$ cat config.mk
export PLATFORM = sky130hd
export DESIGN_NAME = fetch_ctrl_unit
export DESIGN_NICKNAME = d
export VERILOG_FILES = /design/src/rtl/fetch_ctrl_unit.sv
export SDC_FILE = /design/constraint.sdc
export NUM_CORES = 1
export LEC_CHECK = 0
export CORE_ASPECT_RATIO = 1.4
export CORE_MARGIN = 5
export CORE_UTILIZATION = 51
export CTS_BUF_LIST = sky130_fd_sc_hd__clkbuf_8
export CTS_CLUSTER_DIAMETER = 150
export DETAILED_ROUTE_END_ITERATION = 16
export GPL_ROUTABILITY_DRIVEN = 0
export GPL_TIMING_DRIVEN = 0
export HOLD_SLACK_MARGIN = 0.1
export PLACE_DENSITY = 0.83
export SYNTH_ARGS = -nofsm -noshare
export SYNTH_HDL_FRONTEND = slang
export SYNTH_SLANG_ARGS = --single-unit
$ cat constraint.sdc
create_clock -name clk -period 2.4 [get_ports clk]
set_input_delay 0.24 -clock clk [delete_from_list [all_inputs] [get_ports clk]]
set_output_delay 0.24 -clock clk [all_outputs]
set_load 0.1 [all_outputs]
$ cat src/rtl/fetch_ctrl_unit.sv
// -----------------------------------------------------------------------------
// fetch_ctrl_unit
//
// Instruction-fetch front end feeding the IF/ID register. Owns the PC, issues
// one outstanding request at a time to a variable-latency instruction memory,
// and loads the IF/ID fields (instruction, fetched PC + 4, valid).
// Branch redirects flush IF/ID and retarget the PC. Stalls from the hazard
// unit hold IF/ID.
//
// Ports
//   clk, reset          rising-edge clock, synchronous active-high reset
//   in_branch           redirect target address
//   in_branchSel        redirect strobe; wins over everything except reset
//   in_stall            decode cannot accept this cycle
//   imem_req/imem_addr  one-cycle request pulse and its address (= pc)
//   imem_valid/rdata    memory response strobe and instruction word
//   out_instruction     IF/ID instruction
//   out_incremented_pc  IF/ID fetched PC + 4
//   out_valid           IF/ID holds a real instruction (0 = bubble)
// -----------------------------------------------------------------------------
module fetch_ctrl_unit #(
   parameter logic [31:0] RESET_PC = 32'd0
) (
   input  logic        clk,
   input  logic        reset,
   input  logic [31:0] in_branch,
   input  logic        in_branchSel,
   input  logic        in_stall,
   output logic        imem_req,
   output logic [31:0] imem_addr,
   input  logic        imem_valid,
   input  logic [31:0] imem_rdata,
   output logic [31:0] out_instruction,
   output logic [31:0] out_incremented_pc,
   output logic        out_valid
);

   // REQ   : request goes out this cycle
   // WAIT  : request outstanding, awaiting the response
   // FULL  : response parked in the skid buffer, waiting for IF/ID to free up
   // DRAIN : a request made obsolete by a redirect is still outstanding
   typedef enum logic [1:0] {
      ST_REQ   = 2'd0,
      ST_WAIT  = 2'd1,
      ST_FULL  = 2'd2,
      ST_DRAIN = 2'd3
   } state_t;

   state_t      state_q, state_d;
   logic [31:0] pc_q, pc_d;
   logic [31:0] instr_q, instr_d;
   logic [31:0] inc_pc_q, inc_pc_d;
   logic        valid_q, valid_d;
   // Skid buffer payload. Occupancy is implied by state FULL, so leaving FULL
   // (redirect, reset or drain into IF/ID) empties it.
   logic [31:0] skid_data_q, skid_data_d;

   logic        loadable;
   logic [31:0] pc_plus4;

   // A bubble may always be overwritten, even while decode is stalled.
   assign loadable = ~in_stall | ~valid_q;
   // Wraps modulo 2^32 by construction.
   assign pc_plus4 = pc_q + 32'd4;

   assign imem_req           = (state_q == ST_REQ) & ~reset & ~in_branchSel;
   assign imem_addr          = pc_q;
   assign out_instruction    = instr_q;
   assign out_incremented_pc = inc_pc_q;
   assign out_valid          = valid_q;

   always_comb begin
      state_d     = state_q;
      pc_d        = pc_q;
      instr_d     = instr_q;
      inc_pc_d    = inc_pc_q;
      valid_d     = valid_q;
      skid_data_d = skid_data_q;

      // Decode takes the current entry; a load below overrides this.
      if (valid_q && !in_stall) begin
         valid_d = 1'b0;
      end

      if (in_branchSel) begin
         pc_d    = in_branch;
         valid_d = 1'b0;
         // Only a request still in flight needs draining. A response landing in
         // the redirect cycle retires that request, so go straight to REQ.
         if ((state_q == ST_WAIT || state_q == ST_DRAIN) && !imem_valid) begin
            state_d = ST_DRAIN;
         end else begin
            state_d = ST_REQ;
         end
      end else begin
         case (state_q)
            ST_REQ: begin
               state_d = ST_WAIT;
            end
            ST_WAIT: begin
               if (imem_valid) begin
                  pc_d = pc_plus4;
                  if (loadable) begin
                     instr_d  = imem_rdata;
                     inc_pc_d = pc_plus4;
                     valid_d  = 1'b1;
                     state_d  = ST_REQ;
                  end else begin
                     skid_data_d = imem_rdata;
                     state_d     = ST_FULL;
                  end
               end
            end
            ST_FULL: begin
               if (loadable) begin
                  instr_d  = skid_data_q;
                  // pc already advanced past the buffered word when it was parked.
                  inc_pc_d = pc_q;
                  valid_d  = 1'b1;
                  state_d  = ST_REQ;
               end
            end
            ST_DRAIN: begin
               if (imem_valid) begin
                  state_d = ST_REQ;
               end
            end
            default: begin
               state_d = ST_REQ;
            end
         endcase
      end
   end

   always_ff @(posedge clk) begin
      if (reset) begin
         state_q     <= ST_REQ;
         pc_q        <= RESET_PC;
         instr_q     <= 32'd0;
         inc_pc_q    <= 32'd0;
         valid_q     <= 1'b0;
         skid_data_q <= 32'd0;
      end else begin
         state_q     <= state_d;
         pc_q        <= pc_d;
         instr_q     <= instr_d;
         inc_pc_q    <= inc_pc_d;
         valid_q     <= valid_d;
         skid_data_q <= skid_data_d;
      end
   end

endmodule

==> key figures, run 1 <==
Outcome
  – Status: finished, final reports clean

Layout
  – Design area: 8800 um^2
  – Diode count: 0
  – Final #Nets: 1031
  – Area grow syn2layout: 37.1%
  – Layout cells sized above 1: 10.9%

Timing
  – Max-Slew Margin vs Limit: 30.3%
  – Fin Hold WS: 0.358 ns
  – Fmax: 422 MHz
  – Worst slew pin tran: 1.04 ns
  – Period utilisation layout: 98.8%
  – Hold Violations, Final: 0
  – Final setup margin: 0.0282 ns
  – RSZ-0062 raised after global routing: no
  – Final setup vio count: 0
  – Min Tclk post-route: 2.37 ns
  – Max Slew Vio Count: 0
  – Clock Skews: 0.00649 ns

Power and ir drop
  – Reg power frac: 41.6%
  – Sw Share: 35.9%
  – Pwr per Cell Area: 648 nW/um^2
  – Tot Pwr: 5700 uW
  – Comb pwr share: 25.4%
  – Peak VDD IR: 0.000454 V
  – Clk pwr share: 33.1%
  – Leak pwr: 0.00283 uW
  – Net Switching: 2050 uW
  – Internal power: 3650 uW

Clock tree
  – Clk sinks: 131
  – Clk buf depth: 2
  – Htree depth: 4
  – Clock transition at the registers of the reported paths: 0.08 ns
  – Num CTS Buffers: 17
  – Clock Root Buffer: clkbuf_8
  – CTS Hold Buffers Added: 0
  – TritonCTS clock tree: done
  – Clk_lat worst skew: 0.45 ns

Route
  – First DRT Iteration DRCs: 451
  – Final wirelength: 21800 um
  – Remaining DRCs: 0
  – WL per Instance: 19.5 um
  – Via density: 6.07
  – Routed vias: 6798
  – Drt pass-1 iters: 5
  – Antenna-violating nets left: 0

Global routing
  – Largest net degree at the start of global routing: 17
  – GRT overflow: 0
  – Initial antenna violation count: 0
  – GRT Util Overall: 28.0%
  – Vias in the first global route: 6634
  – First-pass GRT wire length: 33900 um

Floorplanning
  – Row count: 48
  – Core footprint: 12300 um^2
  – Die Wd: 105 um
  – Die Ht: 143 um
  – Full die area: 15000 um^2
  – IO Pins: 167
  – Initial cell density of the core: 52.1%

Synth
  – Post-synth EDFFs: 0
  – Synth Instances: 770
  – Avg Inst Size Synth: 8.33 um^2
  – Largest cells by area after synthesis: dfxtp_1, a211oi_1, nand2_1
  – Main synth FF type: dfxtp_1
  – Commonest cells post-synth: dfxtp_1, nand2_1, nor2_1
  – Most area-hungry cell type in the Yosys netlist: dfxtp_1
  – Distinct cells, synth: 56
  – Synth top area share: 40.9%
  – Post-synthesis async set-or-reset flop share: 0%
  – Post-synthesis register bit count: 131
  – YS warnings: 0
  – Area of the mapped netlist: 6420 um^2
  – Most common cell in the netlist: dfxtp_1
  – Syn Nets: 844
  – Sequential fraction of the synthesis area: 40.9%

Setup path
  – Crit end category: output pin
  – Req. time, crit path: 2.16 ns
  – Crit-path cells: clkdlybuf4s50_1
  – Worst EP arrival: 2.13 ns
  – Worst path bufs/invs: 1
  – CP Max Fanout: 7
  – CP Class: flop to output pin
  – CP startpoint kind: flop
  – Family with the most delay on the worst path: buffers and inverters
  – Worst stage delay on the critical path: 1.20 ns
  – Critical path's slowest cell: clkdlybuf4s50_1

Job
  – Max Cap Viol: 0

Placement
  – Area after DPL: 8290 um^2
  – Post-DP HPWL: 16100 um
  – Dpl ws: -1.15 ns
  – # port buffers: 164

Worst hold path
  – Type of the tightest min-delay check: input port to flop
registers in the layout, indices dropped and copies added, names as in the netlist:
name	flops
imem_addr	32
out_incremented_pc	32
out_instruction	32
out_valid	1
skid_data_q	32
state_q	2
layout by cell type, fill, tap and decap left out, types with 21 or more instances in the layout:
| cell type | count |
|---|---|
| clkdlybuf4s50_1 | 160 |
| dfxtp_1 | 108 |
| nand2_1 | 98 |
| nor2_1 | 89 |
| a211oi_1 | 52 |
| a21oi_1 | 45 |
| clkbuf_1 | 38 |
| mux2i_1 | 35 |
| a311oi_1 | 21 |
through the flow:
stage                     std cells  util [%]   TNS, ns
after global routing           1120      71.5         0
final                          1120      71.5         0
after floorplan                 770         -         0
after detailed placement       1084      67.4    -43.38
after global placement         1084      67.4    -40.41
after CTS                      1117      70.9  -0.00280
repair_timing:
action | 4_1_cts | 5_1_grt
endpoints found under the setup margin | 67 | 62
pin swaps | 2 | 1
gates resized for setup | 22 | 17
buffers inserted | 2 | 5
cloned | 0 | 0
per-layer routing:
layer / global-route usage, % / part of all wire, % / vias up
met5: 0 / 0 / -
met1: 29.6 / 37 / 3131
met3: 8.73 / 9.3 / 90
li1: - / - / 3218
met2: 49.2 / 49 / 359
met4: 15.8 / 5.4 / 0
cell families (layout without fill, tap and decap cells):
| logic type | Yosys count | count (layout) | share of synthesized area (%) |
|---|---|---|---|
| multiplexers | 37 | 37 | 5.79 |
| flip-flops | 131 | 131 | 40.9 |
| buffers and inverters | 82 | 282 | 5.09 |
| AND/OR/NAND/NOR | 315 | 315 | 24.2 |
| XOR/XNOR | 21 | 21 | 2.87 |
| AO/OA/AOI/OAI | 179 | 179 | 20.2 |
| adder cells (fa/ha/maj) | 5 | 5 | 0.975 |
power by group through the flow:
stage                     Sequential, uW  Combinational (uW)  Clock [uW]
after floorplan                     3050                 345           0
after global placement              2410                1410           0
after detailed placement            2410                1420           0
after CTS                           2360                1430        1890
after global routing                2380                1500        1990
final                               2370                1450        1880
final cells by class:
| cell class | count | area (um^2) |
|---|---|---|
| fill | 989 | 3510 |
| multi-input combinational | 557 | 3510 |
| sequential | 131 | 2660 |
| timing repair buffer | 171 | 1700 |
| buffer | 67 | 297 |
| clock buffer | 19 | 262 |
| tap | 150 | 188 |
| clock inverter | 13 | 138 |
| inverter | 12 | 45.0 |
worst paths after layout:
check / start / endpoint / slack (ns) / cells past startpoint
worst max-delay path: imem_addr[26]$_SDFFE_PP0P_ / imem_addr[26] / 0.03 / 1
worst min-delay path: in_branch[8] / imem_addr[8]$_SDFFE_PP0P_ / 0.36 / 3
worst max register to register: imem_addr[3]$_SDFFE_PP0P_ / imem_addr[30]$_SDFFE_PP0P_ / 0.07 / 5
worst min register to register: skid_data_q[4]$_SDFFE_PP0P_ / skid_data_q[4]$_SDFFE_PP0P_ / 0.46 / 2
(Power assumes the default switching activity.)
==> inputs of run 2 (changes only) <==
--- a/config.mk
+++ b/config.mk
@@ -8,13 +8,14 @@
 export CORE_ASPECT_RATIO = 1.4
 export CORE_MARGIN = 5
 export CORE_UTILIZATION = 51
-export CTS_BUF_LIST = sky130_fd_sc_hd__clkbuf_8
+export CTS_BUF_LIST = sky130_fd_sc_hd__clkbuf_4
 export CTS_CLUSTER_DIAMETER = 150
 export DETAILED_ROUTE_END_ITERATION = 16
 export GPL_ROUTABILITY_DRIVEN = 0
 export GPL_TIMING_DRIVEN = 0
 export HOLD_SLACK_MARGIN = 0.1
 export PLACE_DENSITY = 0.83
+export SETUP_SLACK_MARGIN = 0.5
 export SYNTH_ARGS = -nofsm -noshare
 export SYNTH_HDL_FRONTEND = slang
 export SYNTH_SLANG_ARGS = --single-unit
==> run 2 against run 1 <==
Non-clock buffer count rose by 51. Die area did not move. Via count rose by 13%. Global-route usage rose by 2.4 points. Critical path type is now flop to flop.
==> key figures, run 2 (same netlist as run 1, synthesis figures left out) <==
Outcome
  – Status: finished, final reports clean

Global routing
  – First-pass GRT wire length: 36600 um (+8.0%)
  – GRT overflow: 0 (unchanged)
  – Vias in the first global route: 7077 (+6.7%)
  – Largest net degree at the start of global routing: 17 (unchanged)
  – Initial antenna violation count: 1 (+1)
  – GRT Util Overall: 30.4% (+2.4 points)

Floorplanning
  – Core footprint: 12300 um^2 (unchanged)
  – IO Pins: 167 (unchanged)
  – Die Wd: 105 um (unchanged)
  – Die Ht: 143 um (unchanged)
  – Full die area: 15000 um^2 (unchanged)
  – Row count: 48 (unchanged)
  – Initial cell density of the core: 52.1% (unchanged)

Timing
  – RSZ-0062 raised after global routing: yes
  – Max-Slew Margin vs Limit: 37.8% (+7.5 points)
  – Fin Hold WS: 0.210 ns (-0.148 ns)
  – Final TNS setup: 0 ns (unchanged)
  – Hold Violations, Final: 0 (unchanged)
  – Final setup vio count: 0 (unchanged)
  – Worst slew pin tran: 0.933 ns (-0.109 ns)
  – Fmax: 455 MHz (+7.9%)
  – Period utilisation layout: 91.6% (-7.2 points)
  – Clock Skews: 0.0345 ns (+0.0280 ns)
  – Max Slew Vio Count: 0 (unchanged)
  – Min Tclk post-route: 2.20 ns (-0.174 ns)

Route
  – Routed vias: 7667 (+13%)
  – Final wirelength: 26800 um (+23%)
  – Antenna-violating nets left: 0 (unchanged)
  – Via density: 6.54 (+7.8%)
  – Drt pass-1 iters: 10 (+5)
  – First DRT Iteration DRCs: 861 (+91%)
  – WL per Instance: 22.9 um (+18%)
  – Remaining DRCs: 0 (unchanged)

Power and ir drop
  – Peak VDD IR: 0.000436 V (-3.9%)
  – Pwr per Cell Area: 563 nW/um^2 (-13%)
  – Leak pwr: 0.00335 uW (+18%)

Clock tree
  – Num CTS Buffers: 17 (unchanged)
  – CTS Hold Buffers Added: 0 (unchanged)
  – Clk sinks: 131 (unchanged)
  – Clk_lat worst skew: 0.60 ns (+0.15 ns)
  – TritonCTS clock tree: done
  – Clock transition at the registers of the reported paths: 0.14 ns (+0.06 ns)
  – Clk buf depth: 2 (unchanged)
  – Htree depth: 4 (unchanged)
  – Clock Root Buffer: clkbuf_4

Layout
  – Final #Nets: 1082 (+4.9%)
  – Area grow syn2layout: 54.5%
  – Design area: 9920 um^2 (+13%)
  – Finished Layout Cells: 1172 (+4.6%)
  – Layout cells sized above 1: 33.2% (+22 points)
  – Final core occ: 80.5% (+9.1 points)
  – Commonest non-fill, non-tap cell in the layout: dfxtp_1
  – Most frequent cells in the layout: dfxtp_1, clkdlybuf4s15_2, nand2_1
  – Filler cell count: 751 (-24%)

Setup path
  – CP Class: flop to flop
  – CP startpoint kind: flop
  – Crit end category: flop
  – Worst EP arrival: 2.70 ns (+0.57 ns)
  – Req. time, crit path: 2.90 ns (+0.74 ns)
  – CP Max Fanout: 6 (-1)

Job
  – Max Cap Viol: 0 (unchanged)

Placement
  – Area after DPL: 8510 um^2 (+2.6%)
  – # port buffers: 164 (unchanged)
  – Cell Count Post-Placement: 1084 (unchanged)
  – Post-DP HPWL: 16100 um (+0.15%)

Worst hold path
  – Type of the tightest min-delay check: input port to flop
[run 2: cell types whose count changed in the layout (fill, tap and decap cells not counted), moves of 10 or more]
cell,change
clkbuf_4,+22
clkbuf_1,-18
buf_4,+40
buf_6,+14
clkbuf_8,-13
dfxtp_2,-10
dfxtp_4,+18
clkdlybuf4s15_2,+96
clkdlybuf4s50_1,-94
[run 2: final timing paths]
path                               start                                   to  slack (ns)  cells after the start
max              state_q[0]$_SDFFE_PP0P_  out_incremented_pc[15]$_SDFFE_PP0P_        0.20                      9
min                        in_branch[15]           imem_addr[15]$_SDFFE_PP0P_        0.21                      3
max reg2reg      state_q[0]$_SDFFE_PP0P_  out_incremented_pc[15]$_SDFFE_PP0P_        0.20                      9
min reg2reg  skid_data_q[6]$_SDFFE_PP0P_          skid_data_q[6]$_SDFFE_PP0P_        0.46                      2
[run 2: report_power, final]
part | internal [uW] | switching, uW | total (uW)
Combinational | 464 | 1100 | 1570
Sequential | 2270 | 116 | 2380
Clock | 645 | 989 | 1630
Total | 3370 | 2210 | 5580
[run 2: critical path, cell delays in order, from the launching register on]
cell and delay, ns:
dfxtp_4 0.40, inv_2 0.05, ha_2 0.18, buf_8 0.12, nand3b_1 0.23, or2_4 0.29
buf_8 0.13, buf_4 0.14, or3_1 0.30, a311oi_1 0.26
[run 2: per-layer routing]
metal  wire (um)  up-vias  global-route usage (%)
li1            -     3328                       -
met1        8680     3488                    32.4
met2       12700      628                    52.5
met3        3160      223                    9.86
met4        2270        0                    17.5
met5           0        -                       0
[run 2: through the flow]
step | setup slack, ns | total power, uW
after floorplan | 0.163 | 3420
after global placement | -1.09 | 3840
after detailed placement | -1.11 | 3850
after CTS | 0.247 | 5430
after global routing | 0.117 | 5730
final | 0.202 | 5580
[run 2: cell type report]
cell class                      count  area [um^2]  share of cell area, %
Sequential cell                   131         2720                   27.4
Inverter                           12         47.5                  0.479
Clock inverter                     15          166                   1.68
Timing Repair Buffer              219         2220                   22.3
Multi-Input combinational cell    557         3900                   39.4
Tap cell                          150          188                   1.89
Buffer                             70          547                   5.51
Clock buffer                       17          128                   1.29
Antenna cell                        1         2.50                 0.0252
[run 2: repair_timing]
item	4_1_cts	5_1_grt
pin swaps	24	22
gates cloned	2	0
gates resized for setup	370	82
endpoints found under the setup margin	221	122
setup buffers	32	21
==> inputs of run 3 (changes only) <==
--- a/config.mk
+++ b/config.mk
@@ -5,16 +5,18 @@
 export SDC_FILE = /design/constraint.sdc
 export NUM_CORES = 1
 export LEC_CHECK = 0
+export CELL_PAD_IN_SITES_DETAIL_PLACEMENT = 1
+export CELL_PAD_IN_SITES_GLOBAL_PLACEMENT = 2
 export CORE_ASPECT_RATIO = 1.4
 export CORE_MARGIN = 5
-export CORE_UTILIZATION = 51
+export CORE_UTILIZATION = 29
 export CTS_BUF_LIST = sky130_fd_sc_hd__clkbuf_4
 export CTS_CLUSTER_DIAMETER = 150
 export DETAILED_ROUTE_END_ITERATION = 16
 export GPL_ROUTABILITY_DRIVEN = 0
 export GPL_TIMING_DRIVEN = 0
 export HOLD_SLACK_MARGIN = 0.1
-export PLACE_DENSITY = 0.83
+export PLACE_DENSITY = 0.82
 export SETUP_SLACK_MARGIN = 0.5
 export SYNTH_ARGS = -nofsm -noshare
 export SYNTH_HDL_FRONTEND = slang
==> run 3 against run 2 <==
Sequential share of layout area fell by 3.1 points. Register-to-register slack improved by 0.03 ns. Non-clock buffer count rose by 20. Cell count rose by 14%. Clock skew fell by 0.014 ns. Via count fell by 5.4%. Utilization fell by 29 points. Clock power barely moved. Maximum frequency rose by 1.4%. Critical endpoint is now imem_addr[26]$_SDFFE_PP0P_.
==> key figures, run 3 (same netlist as run 1, synthesis figures left out) <==
Route
  – WL per Instance: 22.5 um (-1.5%)
  – Via density: 5.42 (-17%)
  – Final wirelength: 30100 um (+12%)
  – Drt pass-1 iters: 4 (-6)
  – Antenna-violating nets left: 0 (unchanged)
  – First DRT Iteration DRCs: 367 (-57%)
  – Remaining DRCs: 0 (unchanged)
  – Routed vias: 7251 (-5.4%)

Setup path
  – Worst EP arrival: 2.67 ns (-0.03 ns)
  – CP startpoint kind: flop
  – CP Class: flop to flop
  – CP Max Fanout: 7 (+1)
  – Crit end category: flop
  – R2R depth: 7 (-2)
  – Req. time, crit path: 2.90 ns (about the same)

Layout
  – Area grow syn2layout: 74.3%
  – Design area: 11200 um^2 (+13%)
  – Most frequent cells in the layout: dfxtp_1, clkdlybuf4s15_2, nor2_1
  – Layout cells sized above 1: 43.9% (+11 points)
  – Filler cell count: 2433 (+220%)
  – Finished Layout Cells: 1339 (+14%)
  – Final #Nets: 1102 (+1.8%)
  – Commonest non-fill, non-tap cell in the layout: dfxtp_1

Global routing
  – Initial antenna violation count: 1 (unchanged)
  – Largest net degree at the start of global routing: 17 (unchanged)
  – Vias in the first global route: 7410 (+4.7%)
  – GRT Util Overall: 21.9% (-8.5 points)
  – GRT overflow: 0 (unchanged)
  – First-pass GRT wire length: 42100 um (+15%)

Worst hold path
  – Type of the tightest min-delay check: input port to flop
  – Hold path cells: 3 (unchanged)

Floorplanning
  – Core footprint: 21900 um^2 (+78%)
  – IO Pins: 167 (unchanged)
  – Initial cell density of the core: 29.4% (-23 points)
  – Row count: 64 (+33%)
  – Die Wd: 136 um (+30%)
  – Full die area: 25200 um^2 (+69%)
  – Die Ht: 186 um (+30%)

Clock tree
  – Clk_lat worst skew: 0.59 ns (about the same)
  – Clock transition at the registers of the reported paths: 0.15 ns (about the same)
  – Clk buf depth: 2 (unchanged)
  – Htree depth: 4 (unchanged)
  – TritonCTS clock tree: done
  – CTS Hold Buffers Added: 0 (unchanged)
  – Clk sinks: 131 (unchanged)
  – Num CTS Buffers: 17 (unchanged)
  – Clock Root Buffer: clkbuf_4

Power and ir drop
  – Leak pwr: 0.00382 uW (+14%)
  – Sw Share: 41.1% (+1.5 points)
  – Reg power frac: 41.7% (-1.0 points)
  – Pwr per Cell Area: 510 nW/um^2 (-9.3%)
  – Peak VDD IR: 0.000315 V (-28%)
  – Tot Pwr: 5710 uW (+2.3%)
  – Clk pwr share: 28.6% (-0.7 points)
  – Comb pwr share: 29.7% (+1.7 points)
  – Internal power: 3360 uW (-0.30%)
  – Net Switching: 2340 uW (+6.2%)

Placement
  – Cell Count Post-Placement: 1231 (+14%)
  – Post-DP HPWL: 19800 um (+23%)
  – Area after DPL: 8700 um^2 (+2.2%)
  – # port buffers: 164 (unchanged)

Timing
  – Max Slew Vio Count: 0 (unchanged)
  – Max-Slew Margin vs Limit: 43.3% (+5.5 points)
  – Period utilisation layout: 90.3% (-1.3 points)
  – Worst slew pin tran: 0.850 ns (-0.0828 ns)
  – Clock Skews: 0.0208 ns (-0.0137 ns)
  – Final TNS setup: 0 ns (unchanged)
  – RSZ-0062 raised after global routing: yes
  – Final setup vio count: 0 (unchanged)
  – Min Tclk post-route: 2.17 ns (-0.0310 ns)
  – Fmax: 461 MHz (+1.4%)
  – Hold Violations, Final: 0 (unchanged)

Job
  – Max Cap Viol: 0 (unchanged)

Outcome
  – Status: finished, final reports clean
==> run 3: cell types whose count changed in the layout (fill, tap and decap cells not counted), sizes merged <==
cell | previous run | this run
buf | 76 | 114
clkbuf | 68 | 56
inv | 19 | 22
clkdlybuf4s18 | 0 | 6
clkinv | 5 | 3
bufinv | 2 | 1
clkdlybuf4s15 | 96 | 84
==> run 3: critical path, stage by stage, from the launching register on <==
cell      delay (ns)
dfxtp_4         0.39
inv_4           0.06
ha_4            0.13
buf_8           0.12
nand4_1         0.11
or4_4           0.57
or4_4           0.42
a311oi_1        0.28
==> run 3: layer usage <==
metal	GRT usage, %	part of all wire, %
met2	39.3	52
met4	11.0	4.5
met3	6.60	7.0
met5	0	0
met1	23.2	37
==> run 3: per-stage QoR <==
stage	utilization [%]	setup WS, ns	hold slack (ns)
finish	51.2	0.233	0.215
global route	51.2	0.175	0.173
CTS	44.9	0.236	0.181
detailed placement	39.8	-1.32	0.448
global placement	39.8	-1.34	0.441
floorplan	-	0.163	0.376
==> run 3: timing repair <==
action                     CTS  global route
gates cloned                 2             7
buffers inserted            40            26
setup endpoints to repair  222           135
resized for setup          391           307
pin swaps                   28            79
==> run 3: power by group through the flow <==
stage	clock [uW]	sequential, uW	combinational [uW]
after global placement	0	2420	1470
after global routing	1780	2390	1760
final	1630	2380	1690
after floorplan	0	3050	365
after CTS	1670	2370	1520
after detailed placement	0	2420	1480
==> run 3: cell type report <==
type | count | area (um^2) | share of cell area [%]
flip-flops and latches | 131 | 2720 | 24.3
multi-input cells | 557 | 4490 | 40.1
plain buffers | 70 | 721 | 6.44
clock buffers | 17 | 128 | 1.14
well taps | 297 | 372 | 3.32
repair buffers | 239 | 2550 | 22.8
inverters | 12 | 50.0 | 0.447
clock inverters | 15 | 160 | 1.43
diodes | 1 | 2.50 | 0.0224
==> run 3: path summary, 6_finish.rpt <==
path,from,slack (ns),end
worst min-delay path,in_branch[11],0.21,imem_addr[11]$_SDFFE_PP0P_
worst min register to register,skid_data_q[19]$_SDFFE_PP0P_,0.47,skid_data_q[19]$_SDFFE_PP0P_
worst max register to register,state_q[1]$_SDFFE_PP0P_,0.23,imem_addr[26]$_SDFFE_PP0P_
worst max-delay path,state_q[1]$_SDFFE_PP0P_,0.23,imem_addr[26]$_SDFFE_PP0P_
==> RTL edit 1, RTL diff (flow settings as in run 1) <==
Reset style: asynchronous (`reset`), changed in one clocked block. Comments in the files are not updated.
--- a/src/rtl/fetch_ctrl_unit.sv
+++ b/src/rtl/fetch_ctrl_unit.sv
@@ -132,7 +132,7 @@
       end
    end
 
-   always_ff @(posedge clk) begin
+   always_ff @(posedge clk or posedge reset) begin
       if (reset) begin
          state_q     <= ST_REQ;
          pc_q        <= RESET_PC;
Function: differs if reset is asserted again (counterexample within 4 cycles, from zero or initial values and one cycle with reset high); with reset held inactive, the same outputs for 4 cycles.
==> RTL edit 1 against run 1 <==
Synthesized area is 2.6% higher; count of clock-buffer cells in the layout fell by 1; design area grew 2.0%; register-to-register slack better by 0.02 ns; setup slack gained 0.048 ns; routed wire length down 6.5%; largest cell class is now sequential cells; sequential share of layout area rose by 6.3 points; sequential cell count is the same; critical path depth stayed put; final cell count is 9.2% lower; core utilization is 1.1 points lower; clock skew is 0.0026 ns higher.
Power is not compared: it rests on default switching activity, and its combinational part moved more than twofold at a synthesized area within 25%.
==> RTL edit 1: results (changes against run 1) <==
- Syn Nets: 738 (-13%)
- Worst reg2reg setup slack: 0.09 ns (+0.02 ns)
- Share of cells above drive strength 1: 13.9% (+3.0 points)
- Mean Syn Cell Area: 9.93 sq um (+19%)
- Placed Instances: 983 (-9.3%)
- CTS max path bufs: 2 (unchanged)
- Status: finished, final reports clean
- H-tree lvl count: 4 (unchanged)
- DPL Wire Length: 15000 um (-6.4%)
- Top post-synthesis cells by area: dfrtp_1 (50%), mux2_2 (5.8%), nand2_1 (5.4%), mux2i_1 (5.3%), o21ai_0 (5.0%)
- R2R cell count: 6 (+1)
- Final nets: 926 (-10%)
- Worst IR drop on VDD: 0.00122 V
- Initial DRC Count: 373 (-17%)
- Total CTS buffers: 17 (unchanged)
- Buffers on Ports: 164 (unchanged)
- Commonest cells in the netlist: dfrtp_1 (131), nand2_1 (94), o21ai_0 (66)
- Worst EP arrival: 2.08 ns (-0.05 ns)
- Latest clock arrival within the worst-skew pair: 0.44 ns
- Slew headroom: 30.9% (+0.59 points)
- Leakage: 0.00373 uW
- First-pass GRT wire length: 32300 um (-4.8%)
- Max stage delay cell, worst path: clkdlybuf4s50_1
- DR vias/cell: 6.06 (-0.16%)
- Largest net degree at the start of global routing: 47 (+30)
- Ant diodes: 0 (unchanged)
- Number of distinct library cells after synthesis: 49 (-13%)
- Post-synth ARST share: 100% (+100 points)
- Fin Hold WS: 0.201 ns (-0.157 ns)
- Drt pass-1 iters: 5 (unchanged)
- GRT Total Usage: 26.7% (-1.4 points)
- # fillers: 973 (-1.6%)
- Worst-path clk slew: 0.08 ns (about the same)
- Crit path max-delay family: buffers and inverters
- Final Routed Wirelength: 20400 um (-6.5%)
- Clock skew: 0.00910 ns (+0.00261 ns)
- Warnings from Yosys: 0 (unchanged)
- Worst Hold Class: input pin to async pin
- Ys flop type: dfrtp_1
- Largest fanout on the critical path: 6 (-1)
- Seq/Total Area, Yosys: 49.8% (+8.9 points)
- Crit path largest cell delay: 1.20 ns (about the same)
- Vias in the first global route: 6340 (-4.4%)
- Non-filler cells, final: 1017 (-9.2%)
RTL edit 1: cell families after synthesis:
logic type               share of synthesized area, %
buffers and inverters                            3.76
adder cells (fa/ha/maj)                          1.14
AO/OA/AOI/OAI                                    11.4
multiplexers                                     11.1
XOR/XNOR                                         3.32
flip-flops                                       49.8
AND/OR/NAND/NOR                                  19.5
RTL edit 1: what timing repair did:
item / CTS / global route
gates resized for setup: 27 / 21
hold buffers: 1 / 0
setup endpoints to repair: 111 / 72
setup buffers: 0 / 4
hold endpoints to repair: 6 / 0
pin swaps: 0 / 1
RTL edit 1: cell type report:
class	count	area share [%]
tap	153	2.13
clock inverter	14	1.28
multi-input combinational	473	34.7
inverter	6	0.293
buffer	50	2.65
sequential	131	36.6
clock buffer	18	2.76
timing repair buffer	172	19.7
RTL edit 1: path summary, 6_finish.rpt:
path,start,end
setup / recovery,imem_addr[3]$_DFFE_PP0P_,imem_addr[3]
hold / removal,reset,out_instruction[4]$_DFFE_PP0P_
setup reg to reg,state_q[0]$_DFFE_PP0P_,state_q[1]$_DFFE_PP0P_
hold reg to reg,out_instruction[12]$_DFFE_PP0P_,out_instruction[12]$_DFFE_PP0P_
max in group asynchronous,reset,skid_data_q[3]$_DFFE_PP0P_
min in group clk,imem_valid,out_valid$_DFF_PP0_
RTL edit 1: stage by stage:
step,instance area (sq um),setup WS [ns]
global route,8970,-0.00732
global placement,8420,-2.80
floorplan,6590,-0.766
finish,8970,0.0760
detailed placement,8480,-0.756
CTS,8890,0.000647
RTL edit 1: report_power, final:
part,internal (uW),switching (uW),total [uW]
registers,2980,506,3480
clock network,840,903,1740
logic,1670,5330,7000
total,5480,6740,12200
RTL edit 1: routing by layer:
layer / vias up / wire, um / global-route usage (%)
met5: - / 0 / 0
met4: 0 / 751 / 12.6
met3: 63 / 1930 / 8.84
met2: 331 / 10300 / 46.8
met1: 2974 / 7400 / 29.3
li1: 2795 / - / -
==> RTL edit 2, RTL diff (flow settings as in run 1) <==
Without the edit above. `instr_q` no longer has a reset.
--- a/src/rtl/fetch_ctrl_unit.sv
+++ b/src/rtl/fetch_ctrl_unit.sv
@@ -136,19 +136,21 @@
       if (reset) begin
          state_q     <= ST_REQ;
          pc_q        <= RESET_PC;
-         instr_q     <= 32'd0;
          inc_pc_q    <= 32'd0;
          valid_q     <= 1'b0;
          skid_data_q <= 32'd0;
       end else begin
          state_q     <= state_d;
          pc_q        <= pc_d;
-         instr_q     <= instr_d;
          inc_pc_q    <= inc_pc_d;
          valid_q     <= valid_d;
          skid_data_q <= skid_data_d;
       end
    end
 
+   always_ff @(posedge clk) begin
+      instr_q <= instr_d;
+   end
+
 endmodule
 
Formal check against the unedited RTL: differs if reset is asserted again (counterexample within 4 cycles, from zero or initial values and one cycle with reset high); with reset held inactive, the same outputs for 4 cycles.
==> RTL edit 2 against run 1 <==
Via count shrank 16%; power about the same; die area down 4.1%; setup slack better by 0.028 ns; routed wire length shrank 15%; synthesized area fell by 4.5%; sequential cell count is the same; design area decreased by 3.3%; core utilization up 0.48 points; clock skew is 0.014 ns higher; non-clock buffer count is 21 lower; largest power group unchanged; highest routed layer unchanged.
==> RTL edit 2: results (changes against run 1) <==
- DP Area: 0.00798 sq mm (-3.7%)
- Final nets: 912 (-12%)
- Initial DRC Count: 363 (-20%)
- Slew headroom: 32.5% (+2.2 points)
- Met2 Use GR: 44.5% (-4.8 points)
- Fin Hold WS: 0.334 ns (-0.0243 ns)
- Clock skew: 0.0207 ns (+0.0143 ns)
- Leakage: 0.00297 uW (+4.9%)
- Worst reg2reg setup slack: 0.12 ns (+0.05 ns)
- R2r endpoint: skid_data_q[10]$_SDFFE_PP0P_
- Final Routed Wirelength: 18400 um (-15%)
- Post-CTS sizing: 11 (-50%)
- Dpl ws: -0.781 ns (+0.370 ns)
- Met2 wire length: 9530 um (-10%)
- Worst IR drop on VDD: 0.000437 V (-3.6%)
- H-tree lvl count: 4 (unchanged)
- Worst Slack Setup Final: 0.0565 ns (+0.0283 ns)
- Hold path start: reset
- Via count: 5685 (-16%)
- Share of cells above drive strength 1: 14.8% (+3.9 points)
- Number of distinct library cells after synthesis: 45 (-20%)
- Commonest cells in the netlist: dfxtp_1 (99), nand2_1 (89), a21oi_1 (62)
- Met1 global-route usage: 29.0% (-0.57 points)
- First-pass GRT wire length: 28400 um (-16%)
- CP endpoint: imem_addr[23]
- Worst EP arrival: 2.10 ns (-0.03 ns)
- R2R cell count: 8 (+3)
- Status: finished, final reports clean
- Routed wl met3: 1400 um (-31%)
- Top Layer Used: met4
- Largest net degree at the start of global routing: 42 (+25)
- DR vias/cell: 5.70 (-6.1%)
- Worst Hold End: out_incremented_pc[30]$_SDFFE_PP0P_
- Crit Reg-Reg Startpoint: state_q[1]$_SDFFE_PP0P_
- Post-CTS Setup Inserts: 1 (-1)
- Wire length on met1: 7010 um (-12%)
- Critical Path Start: imem_addr[23]$_SDFFE_PP0P_
- Placed Instances: 965 (-11%)
- GRT Total Usage: 25.3% (-2.8 points)
- Seq/Total Area, Yosys: 48.0% (+7.1 points)
- Mean Syn Cell Area: 9.37 sq um (+12%)
- Number of enable flip-flop cells after synthesis: 32 (+32)
- DPL Wire Length: 13600 um (-15%)
[RTL edit 2: changes by cell type in the layout (fill, tap and decap cells not counted), sizes merged, moves of 16 or more]
cell    delta
nor2      -37
xnor2     +23
or4       -16
edfxtp    +32
mux2      +31
clkbuf    -24
a21oi     +17
o31ai     -16
a311oi    -24
a211oi    -27
dfxtp     -32
mux2i     -28
[RTL edit 2: cell families after synthesis]
kind of cell    after synthesis  synth area share [%]
simple gates                237                  19.5
flops                       131                  48.0
compound gates              122                  12.1
buf+inv                      62                  4.08
xor+xnor                     57                  8.14
mux                          40                  7.18
fa+ha+maj                     5                  1.02
[RTL edit 2: layout make-up]
cell class	count	area, sq um
repair buffers	165	1670
well taps	147	184
plain buffers	52	238
clock inverters	15	205
clock buffers	17	234
multi-input cells	461	2970
fillers	871	3320
flip-flops and latches	131	2960
inverters	10	37.5
[RTL edit 2: power breakdown]
part	total [uW]	internal [uW]	switching, uW
sequential	2430	2350	79.6
clock	2070	1140	926
combinational	1210	364	844
